$ cat config.mk
export PLATFORM = sky130hd
export DESIGN_NAME = audio_dac_serializer
export DESIGN_NICKNAME = d
export VERILOG_FILES = /design/src/rtl/audio_pkg.sv /design/src/rtl/sample_fifo.sv /design/src/rtl/audio_dac_serializer.sv
export SDC_FILE = /design/constraint.sdc
export NUM_CORES = 1
export LEC_CHECK = 0
export CAP_MARGIN = 20
export CORE_ASPECT_RATIO = 1.5
export CORE_MARGIN = 3
export CORE_UTILIZATION = 64
export CTS_CLUSTER_DIAMETER = 60
export CTS_CLUSTER_SIZE = 20
export DETAILED_ROUTE_END_ITERATION = 10
export PLACE_DENSITY = 0.85
export SLEW_MARGIN = 40
export SYNTH_ARGS = -nofsm -noshare
export SYNTH_HDL_FRONTEND = slang
export SYNTH_SLANG_ARGS = --single-unit
$ cat constraint.sdc
create_clock -name Clk -period 5.8 [get_ports Clk]
set_input_delay 1.16 -clock Clk [delete_from_list [all_inputs] [get_ports Clk]]
set_output_delay 1.16 -clock Clk [all_outputs]
set_load 0.01 [all_outputs]
$ cat src/rtl/audio_pkg.sv
// Shared types and constants for the audio DAC serializer.
package audio_pkg;

    // Serializer control states.
    typedef enum logic [1:0] {
        IDLE = 2'd0,
        SYNC = 2'd1,
        RUN  = 2'd2
    } state_e;

    // Serial format select values.
    localparam logic MODE_I2S = 1'b0;
    localparam logic MODE_LJ  = 1'b1;

    // Flops in each codec-clock synchroniser chain.
    localparam int SYNC_STAGES = 2;

endpackage

$ cat src/rtl/sample_fifo.sv
// Synchronous FIFO holding packed {left, right} stereo frames.
// Pushes into a full FIFO and pops from an empty FIFO are ignored.
module sample_fifo #(
    parameter int WIDTH = 32,
    parameter int DEPTH = 4
) (
    input  logic                         clk,
    input  logic                         reset,
    input  logic                         push,
    input  logic                         pop,
    input  logic [WIDTH-1:0]             wr_data,
    output logic [WIDTH-1:0]             rd_data,
    output logic                         full,
    output logic                         empty,
    output logic [$clog2(DEPTH+1)-1:0]   level
);

    localparam int AW = $clog2(DEPTH);
    localparam int LW = $clog2(DEPTH + 1);

    logic [WIDTH-1:0] mem_r [DEPTH];
    logic [AW-1:0]    wr_ptr_r;
    logic [AW-1:0]    rd_ptr_r;
    logic [LW-1:0]    level_r;
    logic             do_push_s;
    logic             do_pop_s;

    // Status flags and qualified push/pop strobes, all derived from the registered level.
    always_comb begin
        full      = (level_r == LW'(DEPTH));
        empty     = (level_r == {LW{1'b0}});
        do_push_s = push && !full;
        do_pop_s  = pop && !empty;
        rd_data   = mem_r[rd_ptr_r];
        level     = level_r;
    end

    // Frame storage; contents need no reset since level gates every read.
    always_ff @(posedge clk) begin
        if (do_push_s) begin
            mem_r[wr_ptr_r] <= wr_data;
        end
    end

    // Pointers and occupancy; pointers wrap naturally because DEPTH is a power of two.
    always_ff @(posedge clk) begin
        if (reset) begin
            wr_ptr_r <= {AW{1'b0}};
            rd_ptr_r <= {AW{1'b0}};
            level_r  <= {LW{1'b0}};
        end else begin
            if (do_push_s) begin
                wr_ptr_r <= wr_ptr_r + AW'(1);
            end
            if (do_pop_s) begin
                rd_ptr_r <= rd_ptr_r + AW'(1);
            end
            case ({do_push_s, do_pop_s})
                2'b10:   level_r <= level_r + LW'(1);
                2'b01:   level_r <= level_r - LW'(1);
                default: level_r <= level_r;
            endcase
        end
    end

endmodule

$ cat src/rtl/audio_dac_serializer.sv
// Stereo PCM serializer driving AUD_DACDAT from codec-sourced BCLK/LRCK,
// with a frame FIFO, configurable sample width and I2S/left-justified modes.
module audio_dac_serializer
    import audio_pkg::*;
#(
    parameter int DATA_W     = 16,
    parameter int FIFO_DEPTH = 4
) (
    input  logic                              Clk,
    input  logic                              Reset,
    input  logic                              en,
    input  logic                              mode,
    input  logic                              in_valid,
    output logic                              in_ready,
    input  logic [DATA_W-1:0]                 in_left,
    input  logic [DATA_W-1:0]                 in_right,
    input  logic                              AUD_BCLK,
    input  logic                              AUD_DACLRCK,
    output logic                              AUD_DACDAT,
    output logic                              data_over,
    output logic                              underrun,
    output logic [$clog2(FIFO_DEPTH+1)-1:0]   fifo_level
);

    // Counter must reach DATA_W+1 so that I2S can address its last bit and then pad.
    localparam int                CNT_W    = $clog2(DATA_W + 2);
    localparam logic [CNT_W-1:0]  CNT_MAX  = CNT_W'(DATA_W + 1);
    localparam logic [DATA_W-1:0] MSB_MASK = {1'b1, {(DATA_W-1){1'b0}}};

    logic [SYNC_STAGES-1:0] bclk_sync_r;
    logic [SYNC_STAGES-1:0] lrck_sync_r;
    logic                   bclk_prev_r;
    logic                   lr_q_r;
    logic [CNT_W-1:0]       cnt_r;
    logic                   mode_r;
    state_e                 state_r;
    logic [DATA_W-1:0]      hold_left_r;
    logic [DATA_W-1:0]      hold_right_r;
    logic                   prev_popped_r;

    logic                   bclk_s;
    logic                   lrck_s;
    logic                   bfall_s;
    logic                   slot_start_s;
    logic                   left_start_s;
    logic [CNT_W-1:0]       cnt_next_s;
    logic                   mode_eff_s;
    logic                   fetch_s;
    logic                   pop_s;
    logic                   full_s;
    logic                   empty_s;
    logic [2*DATA_W-1:0]    head_s;
    logic [DATA_W-1:0]      fetch_left_s;
    logic [DATA_W-1:0]      fetch_right_s;
    logic [DATA_W-1:0]      word_s;
    logic                   bit_s;

    sample_fifo #(
        .WIDTH (2 * DATA_W),
        .DEPTH (FIFO_DEPTH)
    ) u_fifo (
        .clk     (Clk),
        .reset   (Reset),
        .push    (in_valid),
        .pop     (pop_s),
        .wr_data ({in_left, in_right}),
        .rd_data (head_s),
        .full    (full_s),
        .empty   (empty_s),
        .level   (fifo_level)
    );

    // Ready depends only on the registered FIFO level, never on this cycle's pop.
    assign in_ready = !full_s;

    // Bring the asynchronous codec clocks into the Clk domain and keep BCLK history for edge detect.
    always_ff @(posedge Clk) begin
        if (Reset) begin
            bclk_sync_r <= {SYNC_STAGES{1'b0}};
            lrck_sync_r <= {SYNC_STAGES{1'b0}};
            bclk_prev_r <= 1'b0;
        end else begin
            bclk_sync_r <= {bclk_sync_r[SYNC_STAGES-2:0], AUD_BCLK};
            lrck_sync_r <= {lrck_sync_r[SYNC_STAGES-2:0], AUD_DACLRCK};
            bclk_prev_r <= bclk_sync_r[SYNC_STAGES-1];
        end
    end

    // Edge/slot decode, frame fetch selection and the serial bit for the current BCLK edge.
    always_comb begin
        bclk_s       = bclk_sync_r[SYNC_STAGES-1];
        lrck_s       = lrck_sync_r[SYNC_STAGES-1];
        bfall_s      = bclk_prev_r && !bclk_s;
        slot_start_s = bfall_s && (lrck_s != lr_q_r);
        left_start_s = slot_start_s && !lrck_s;

        if (slot_start_s) begin
            cnt_next_s = {CNT_W{1'b0}};
        end else if (cnt_r == CNT_MAX) begin
            cnt_next_s = cnt_r;
        end else begin
            cnt_next_s = cnt_r + CNT_W'(1);
        end

        // A new mode applies from the slot that starts on this very edge.
        mode_eff_s = slot_start_s ? mode : mode_r;

        fetch_s = left_start_s && en && ((state_r == SYNC) || (state_r == RUN));
        pop_s   = fetch_s && !empty_s;

        // An empty FIFO at fetch time mutes the whole frame.
        if (empty_s) begin
            fetch_left_s  = {DATA_W{1'b0}};
            fetch_right_s = {DATA_W{1'b0}};
        end else begin
            fetch_left_s  = head_s[2*DATA_W-1:DATA_W];
            fetch_right_s = head_s[DATA_W-1:0];
        end

        // The left slot's first bit comes from the frame being fetched on the same edge.
        if (left_start_s) begin
            word_s = fetch_left_s;
        end else if (lrck_s) begin
            word_s = hold_right_r;
        end else begin
            word_s = hold_left_r;
        end

        // Shifting left past the word width yields zero, which gives the slot padding for free.
        if (mode_eff_s == MODE_LJ) begin
            bit_s = |((word_s << cnt_next_s) & MSB_MASK);
        end else if (cnt_next_s == {CNT_W{1'b0}}) begin
            bit_s = 1'b0;
        end else begin
            bit_s = |((word_s << (cnt_next_s - CNT_W'(1))) & MSB_MASK);
        end
    end

    // Slot tracking: previous LRCK level, bit position within the slot and latched mode.
    always_ff @(posedge Clk) begin
        if (Reset) begin
            lr_q_r <= 1'b0;
            cnt_r  <= {CNT_W{1'b0}};
            mode_r <= MODE_I2S;
        end else if (bfall_s) begin
            lr_q_r <= lrck_s;
            cnt_r  <= cnt_next_s;
            if (slot_start_s) begin
                mode_r <= mode;
            end
        end
    end

    // Control FSM, frame hold registers, serial output and status pulses.
    always_ff @(posedge Clk) begin
        if (Reset) begin
            state_r       <= IDLE;
            AUD_DACDAT    <= 1'b0;
            data_over     <= 1'b0;
            underrun      <= 1'b0;
            hold_left_r   <= {DATA_W{1'b0}};
            hold_right_r  <= {DATA_W{1'b0}};
            prev_popped_r <= 1'b0;
        end else begin
            data_over <= 1'b0;
            underrun  <= 1'b0;

            if (fetch_s) begin
                hold_left_r   <= fetch_left_s;
                hold_right_r  <= fetch_right_s;
                underrun      <= empty_s;
                prev_popped_r <= !empty_s;
            end

            case (state_r)
                IDLE: begin
                    AUD_DACDAT <= 1'b0;
                    if (en) begin
                        state_r <= SYNC;
                    end
                end
                SYNC: begin
                    if (!en) begin
                        state_r    <= IDLE;
                        AUD_DACDAT <= 1'b0;
                    end else if (left_start_s) begin
                        state_r    <= RUN;
                        AUD_DACDAT <= bit_s;
                    end else begin
                        AUD_DACDAT <= 1'b0;
                    end
                end
                RUN: begin
                    if (!en) begin
                        state_r    <= IDLE;
                        AUD_DACDAT <= 1'b0;
                    end else if (bfall_s) begin
                        AUD_DACDAT <= bit_s;
                        if (left_start_s) begin
                            data_over <= prev_popped_r;
                        end
                    end
                end
                default: begin
                    state_r    <= IDLE;
                    AUD_DACDAT <= 1'b0;
                end
            endcase
        end
    end

endmodule

# --- Word level (Yosys, flattened, before mapping) ---
# Memories as Yosys holds them, arrays and structs flattened. A register that Yosys moved wholly into a read port is not among the register bits.
# Cells that the tools add are included.
totals:
  ff_bits: 57
  ramBits: 128
  inputBits: 39
  elab_cells: 85
  n_memories: 1
op_classes:
  addsub: 6
  n_eq_ne: 11
  n_shift: 2
  n_mux: 24
  bitwise_logic: 5
  reduce_logical: 20
mem_list:
  columns: ["memory", "words", "word_bits", "read_ports", "rd_ports_with_merged_regs", "write_ports", "line_no", "text"]
  rows:
  - ["u_fifo.mem_r", 4, 32, 1, 1, 1, "sample_fifo.sv:21", "logic [WIDTH-1:0] mem_r [DEPTH];"]
ops:
  columns: ["operator", "count"]
  rows:
  - ["16-bit 2-to-1 mux", 4]
  - ["16-bit by 5-bit left shift with 16-bit output", 2]
  - ["2-bit 2-to-1 mux", 6]
  - ["5-bit 2-to-1 mux", 2]
  - ["1-bit 2-to-1 mux", 9]
  - ["1-bit logical AND", 8]
  - ["3-bit inequality test (second input constant)", 2]
  - ["2-bit case mux with 3 select lines", 1]
  - ["3-bit case mux with 2 select lines", 1]
  - ["5-bit by 1-bit adder with 5-bit output (second input constant)", 1]
  - ["5-bit == test (second input constant)", 1]
  - ["5-bit zero test", 1]
  - ["1-bit inverter", 5]
  - ["5-bit OR reduction", 1]
  - ["5-bit by 1-bit subtractor with 5-bit output (second input constant)", 1]
  - ["2-bit by 1-bit adder with 2-bit output (second input constant)", 2]
  - ["2-bit by 1-bit == test with 1-bit output (second input constant)", 2]
  - ["2-bit == test (second input constant)", 2]
  - ["1-bit zero test", 4]
  - ["2-bit inequality test (second input constant)", 2]
  - ["3-bit by 1-bit adder with 3-bit output (second input constant)", 1]
  - ["3-bit == test (second input constant)", 1]
  - ["3-bit zero test", 1]
  - ["3-bit AND reduction", 1]
  - ["other kinds (7)", 7]

# --- Logic depth before layout (Yosys ltp) ---
depth:
  depth_word: 11
  depth_mapped: 14
  depth_no_buf: 13

# --- Modules after synthesis ---
# Synthesis repeated with hierarchy kept, for this count alone.
hier_totals:
  cells_unflattened: 572
  hier_area_um2: 7988.9
by_module_without_submodules:
  columns: ["module", "instances", "cells_per_inst", "area_per_inst_um2"]
  rows:
  - ["sample_fifo", 1, 221, 5143.7]
  - ["audio_dac_serializer", 1, 351, 2845.2]

# --- Worst setup path after synthesis ---
# OpenSTA, ideal clock, no wires.
synth_timing:
  path_type: "register -> register"
  from: "register cnt_r[1]"
  to: "register AUD_DACDAT"
  setup_time_ps: 75
  t_arrival_ps: 2748
  required_time_ps: 5725
  path_slack_ps: 2977
  stages_incl_launch_ff: 14
  path_buffers: 1
  path_cell_list: "dfxtp_1 > inv_1 > ha_1 > and4bb_4 > xnor2_2 > and2_4 > clkinv_2 > buf_2 > ha_1 > and3_1 > a31o_1 > a2111oi_2 > o2bb2ai_1 > a22oi_2"
synth_between:
  elab_chain_cells: 10
  elab_cells_between_ends: 15
  cone_classes: "add/sub: 2; eq/ne: 1; shift: 2; mux: 9; reduce/logical: 1"
synth_lines:
  columns: ["element", "line_no", "text"]
  rows:
  - ["start: declaration", "audio_dac_serializer.sv:34", "logic [CNT_W-1:0] cnt_r;"]
  - ["start signal: assignment", "audio_dac_serializer.sv:143", "cnt_r <= {CNT_W{1'b0}};"]
  - ["start signal: assignment", "audio_dac_serializer.sv:147", "cnt_r <= cnt_next_s;"]
  - ["5-bit by 1-bit adder with 5-bit output or 5-bit == test (tied branches)", "audio_dac_serializer.sv:102, audio_dac_serializer.sv:99", null]
  - ["5-bit 2-to-1 mux (*)", "audio_dac_serializer.sv:99", "end else if (cnt_r == CNT_MAX) begin"]
  - ["5-bit 2-to-1 mux (*)", "audio_dac_serializer.sv:97", "if (slot_start_s) begin"]
  - ["5-bit by 1-bit subtractor with 5-bit output", "audio_dac_serializer.sv:135", "bit_s = |((word_s << (cnt_next_s - CNT_W'(1))) & MSB_MASK);"]
  - ["16-bit by 5-bit left shift with 16-bit output", "audio_dac_serializer.sv:135", null]
  - ["1-bit 2-to-1 mux", "audio_dac_serializer.sv:132", "end else if (cnt_next_s == {CNT_W{1'b0}}) begin"]
  - ["1-bit 2-to-1 mux (*)", "audio_dac_serializer.sv:130", "if (mode_eff_s == MODE_LJ) begin"]
  - ["1-bit 2-to-1 mux (on tied branches)", "audio_dac_serializer.sv:197, audio_dac_serializer.sv:186", null]
  - ["1-bit 2-to-1 mux (on tied branches)", "audio_dac_serializer.sv:194, audio_dac_serializer.sv:183", null]
  - ["1-bit case mux with 2 select lines (*)", "audio_dac_serializer.sv:175", "case (state_r)"]
  - ["end signal: assignment", "audio_dac_serializer.sv:188", "AUD_DACDAT <= bit_s;"]
  - ["end signal: assignment", "audio_dac_serializer.sv:198", "AUD_DACDAT <= bit_s;"]
  - ["end: declaration", "audio_dac_serializer.sv:19", "output logic AUD_DACDAT,"]
# Every way passes the cells marked *; elsewhere a longest branch is shown, timed or not. The select of a mux whose other input is x is not followed.
# A chain may end at the register's enable or synchronous reset.

# --- Worst setup path after layout ---
layout_timing:
  from: "input en"
  to: "register u_fifo.level_r[2] (netlist: u_fifo.level[2])"
layout_between:
  elab_chain_cells: 6
  elab_cells_between_ends: 8
  cone_classes: "eq/ne: 2; mux: 1; reduce/logical: 5"
layout_lines:
  columns: ["element", "line_no", "text"]
  rows:
  - ["start: declaration", "audio_dac_serializer.sv:11", "input logic en,"]
  - ["1-bit logical AND (*) (2 in a row)", "audio_dac_serializer.sv:108", "fetch_s = left_start_s && en && ((state_r == SYNC) || (state_r == RUN));"]
  - ["1-bit logical AND (*)", "audio_dac_serializer.sv:109", "pop_s = fetch_s && !empty_s;"]
  - ["1-bit logical AND (*)", "sample_fifo.sv:33", "do_pop_s = pop && !empty;"]
  - ["net u_fifo.do_pop_s", "sample_fifo.sv:26", "logic do_pop_s;"]
  - ["2-bit by 1-bit == test with 1-bit output or 2-bit == test (tied branches)", "sample_fifo.sv:58", "case ({do_push_s, do_pop_s})"]
  - ["3-bit case mux with 2 select lines or 2-bit nonzero test (tied branches)", null, null]
  - ["end signal: assignment", "sample_fifo.sv:59", "2'b10: level_r <= level_r + LW'(1);"]
  - ["end signal: assignment", "sample_fifo.sv:60", "2'b01: level_r <= level_r - LW'(1);"]
  - ["end signal: assignment", "sample_fifo.sv:61", "default: level_r <= level_r;"]
  - ["end: declaration", "sample_fifo.sv:24", "logic [LW-1:0] level_r;"]
# The timed path passes the listed nets; every way through them passes the cells marked *.

==> key figures <==
Layout
  • Final #Nets: 688
  • Share of cells above drive strength 1: 14.31%
  • N_diodes: 0
  • Number of filler instances in the final layout: 722
  • FF+latch area: 5029 um^2
  • Area overhead of the layout relative to synthesis: 14.77%
  • Combined area of the multi-input logic cells: 2711 um^2
  • Final design area excluding fillers: 9111 um^2
  • Post-layout instance count excluding filler cells: 803

Global route
  • Via count of the first global-routing pass: 5276
  • Global router's overall resource usage: 25.68%
  • Overall overflow remaining after global route: 0
  • Most congested layer reported by global routing: met2
  • Met1 Usage GRT: 30.12%
  • Maximum number of pins on one net before global-route repair: 59
  • Met3 layer usage reported by global route: 6.032%
  • Met2 global-route usage: 45.63%
  • First-pass GRT wire length: 27520 um
  • Initial antenna violation count: 0

Timing
  • Final setup vio count: 0
  • Setup repair after global routing missed its margin: false
  • Setup tns final: 0 ps
  • Worst Clk Skew: 10.89 ps
  • Clock period minus final worst setup slack: 3364 ps
  • Worst slew slack as a fraction of its limit: 46.00%
  • Setup slack after layout: 2436 ps
  • Transition at the pin with the smallest max-transition slack: 808.7 ps
  • Post-Route Hold Slack: 447.8 ps
  • Number of max-slew violations in the final report: 0
  • Final worst-path cycle share: 58.00%
  • Max Clock Freq: 297.3 MHz
  • Final number of hold-violating endpoints: 0

CTS
  • Maximum buffer depth of the clock tree: 2
  • H-Tree Depth: 4
  • Clock slew seen by the registers of the worst setup and hold paths: 80 ps
  • Count of clock tree sinks: 187
  • Later-pin clock latency in the skew report: 440 ps
  • Clock tree from TritonCTS: done
  • CTS Hold Bufs: 0
  • Root buf cell: sky130_fd_sc_hd__clkbuf_16
  • Number of gates resized after CTS: 0
  • Cts bufs inserted: 17
  • Setup bufs post-CTS: 0

Floorplanning
  • Initial cell density of the core: 65.73%
  • Placeable Area: 12080 um^2
  • Chip height: 142.4 um
  • Die area: 13800 um^2
  • Placement row count: 49
  • Top-level port count: 46
  • Floorplan die width: 96.94 um

Setup path
  • Worst Path Required: 6160 ps
  • Critical register-to-register path startpoint: cnt_r[0]$_SDFFE_PP0P_
  • Startpoint type of the worst setup path: input port
  • Type of destination of the critical path: flip-flop
  • Max Fanout on Critical Path: 38
  • End of the worst register-to-register path: AUD_DACDAT$_SDFFE_PP0P_
  • Reg2Reg Depth: 12
  • Data arrival time of the worst path: 3730 ps
  • Worst setup slack for register-to-register paths: 2520 ps
  • Startpoint-to-endpoint class of the critical path: input port to flip-flop

Yosys
  • #FFs+latches synth: 187
  • Main combinational cell family by area after synthesis: multiplexers
  • Number of enable-type register cells in the synthesized netlist: 128
  • Post-synth top flop: sky130_fd_sc_hd__edfxtp_1
  • Leading cell type by number of instances after synthesis: sky130_fd_sc_hd__edfxtp_1
  • Netlist area before placement: 7939 um^2
  • Async SR Flop Fraction: 0%
  • Total number of yosys warnings: 0
  • Post-synthesis share of cell area spent on full adders, half adders and majority gates: 1.986%
  • Gate count of the mapped netlist: 597
  • Ranking of synthesized cells by instance count: sky130_fd_sc_hd__edfxtp_1 (128), sky130_fd_sc_hd__nand2_1 (73), sky130_fd_sc_hd__dfxtp_1 (59)
  • Synth Area in Compound Gates: 7.896%
  • Xor/xnor cell area share of the yosys netlist: 1.308%
  • Post-synthesis cell type count: 59
  • Cell type with the highest aggregate area in the netlist: sky130_fd_sc_hd__edfxtp_1
  • Post-synthesis sequential area ratio: 63.29%
  • Leading post-synthesis cells by cell area: sky130_fd_sc_hd__edfxtp_1 (48%), sky130_fd_sc_hd__dfxtp_1 (15%), sky130_fd_sc_hd__mux4_2 (9.1%)
  • Simple-gate portion of the synthesized area: 11.17%
  • Average footprint of a synthesized cell: 13.30 um^2
  • Mux contribution to synthesized area: 11.69%
  • Number of nets produced by synthesis: 648
  • Portion of synthesized cell area occupied by the leading cell type: 48.42%

Route
  • Drt drc: 0
  • Vias post-DR: 5092
  • Number of antenna-violating nets in the routed design: 0
  • Mean routed wirelength per cell: 21.00 um
  • Wire length reported by the detailed router: 16870 um
  • Iteration-0 DRC count of the detailed router: 411
  • Avg Vias per Cell: 6.341
  • Drt pass-1 iters: 6

Placement
  • Worst Setup Slack post-DPL: 1983 ps
  • # placed instances: 771
  • Total cell area at the placement stage: 8508 um^2
  • Hpwl dp: 10900 um
  • Final weighted congestion in routability-driven placement: 0.9019
  • Port Buf Inserts: 45

Pwr
  • Lkg Pwr: 0.002973 uW
  • Maximum vdd ir drop: 0.3817 mV
  • Pwr dens: 310.2 nW/um^2

Worst hold path
  • Hold Path End: lrck_sync_r[1]$_SDFF_PP0_
  • Number of cells traversed by the worst hold path: 1
  • Worst hold path class: flip-flop to flip-flop
  • Worst hold start: lrck_sync_r[0]$_SDFF_PP0_

Outcome
  • Result of the run: completed

Flow run
  • MaxCap Viol Count: 0
-- kinds of logic after synthesis --
group,count (synthesis)
flip-flops,187
AO/OA/AOI/OAI,101
XOR/XNOR,11
buffers and inverters,47
multiplexers,52
AND/OR/NAND/NOR,187
adder cells (fa/ha/maj),12
-- routing by layer --
layer / wire length [um] / vias to the layer above
met5: 0 / -
met4: 513 / 0
met3: 969 / 42
met2: 8980 / 206
met1: 6404 / 2524
li1: - / 2320
-- layout by cell type, fill, tap and decap left out, types with 4 or more instances in the layout --
| master | count |
|---|---|
| sky130_fd_sc_hd__o21ai_0 | 10 |
| sky130_fd_sc_hd__ha_1 | 11 |
| sky130_fd_sc_hd__and3_1 | 7 |
| sky130_fd_sc_hd__nor3_1 | 6 |
| sky130_fd_sc_hd__inv_1 | 10 |
| sky130_fd_sc_hd__and2_1 | 9 |
| sky130_fd_sc_hd__clkbuf_16 | 17 |
| sky130_fd_sc_hd__xor2_1 | 6 |
| sky130_fd_sc_hd__o211ai_1 | 8 |
| sky130_fd_sc_hd__nor2_1 | 34 |
| sky130_fd_sc_hd__nor2b_1 | 9 |
| sky130_fd_sc_hd__nand3_1 | 34 |
| sky130_fd_sc_hd__dfxtp_1 | 58 |
| sky130_fd_sc_hd__xnor2_1 | 4 |
| sky130_fd_sc_hd__clkdlybuf4s50_1 | 44 |
| sky130_fd_sc_hd__a21oi_1 | 58 |
| sky130_fd_sc_hd__nand2_1 | 73 |
| sky130_fd_sc_hd__mux4_2 | 32 |
| sky130_fd_sc_hd__buf_4 | 13 |
| sky130_fd_sc_hd__mux2i_1 | 17 |
| sky130_fd_sc_hd__inv_8 | 5 |
| sky130_fd_sc_hd__edfxtp_1 | 128 |
-- how the worst max path moves through the flow --
stage                                        end  slack [ps]             startpoint
detailed placement  u_fifo.level[2]$_SDFFE_PP0P_        1980                     en
global route             AUD_DACDAT$_SDFFE_PP0P_        2270  cnt_r[0]$_SDFFE_PP0P_
floorplan                AUD_DACDAT$_SDFFE_PP0P_        2980  cnt_r[1]$_SDFFE_PP0P_
CTS                 u_fifo.level[2]$_SDFFE_PP0P_        2430                     en
finish              u_fifo.level[2]$_SDFFE_PP0P_        2440                     en
global placement    u_fifo.level[2]$_SDFFE_PP0P_        2100                     en
-- area by class of cell --
type / count / area share, %
Tap cell: 153 / 2.101
Clock inverter: 15 / 1.909
Timing Repair Buffer: 57 / 5.905
Clock buffer: 17 / 4.669
Multi-Input combinational cell: 363 / 29.76
Inverter: 11 / 0.4669
Sequential cell: 187 / 55.19
-- worst max-delay path: stages --
cell	delay [ps]
sky130_fd_sc_hd__clkdlybuf4s50_1	580
sky130_fd_sc_hd__nand3_1	110
sky130_fd_sc_hd__buf_4	260
sky130_fd_sc_hd__nor2b_1	310
sky130_fd_sc_hd__ha_1	240
sky130_fd_sc_hd__inv_1	60
sky130_fd_sc_hd__fa_1	370
sky130_fd_sc_hd__xor2_1	160
sky130_fd_sc_hd__or3_1	310
sky130_fd_sc_hd__a21oi_1	170
-- sequential cells by signal (all words and copies together) (netlist names), 2 cells and up, named ones only --
name	cells
state_r	2
cnt_r	5
hold_right_r	16
lrck_sync_r	2
bclk_sync_r	2
u_fifo.level	3
u_fifo.mem_r	128
u_fifo.wr_ptr_r	2
u_fifo.rd_ptr_r	2
hold_left_r	16
-- report_power, final --
| group | switching, uW | internal, uW | total (uW) |
|---|---|---|---|
| Sequential | 17.1 | 1470 | 1490 |
| Combinational | 104 | 73.4 | 178 |
| Clock | 541 | 616 | 1160 |
-- stage by stage --
stage / utilization (%) / power (uW)
floorplan: - / 1619
global placement: 70.42 / 1685
detailed placement: 70.44 / 1696
CTS: 75.41 / 2838
global route: 75.44 / 2908
finish: 75.44 / 2827
(Power assumes the default switching activity.)
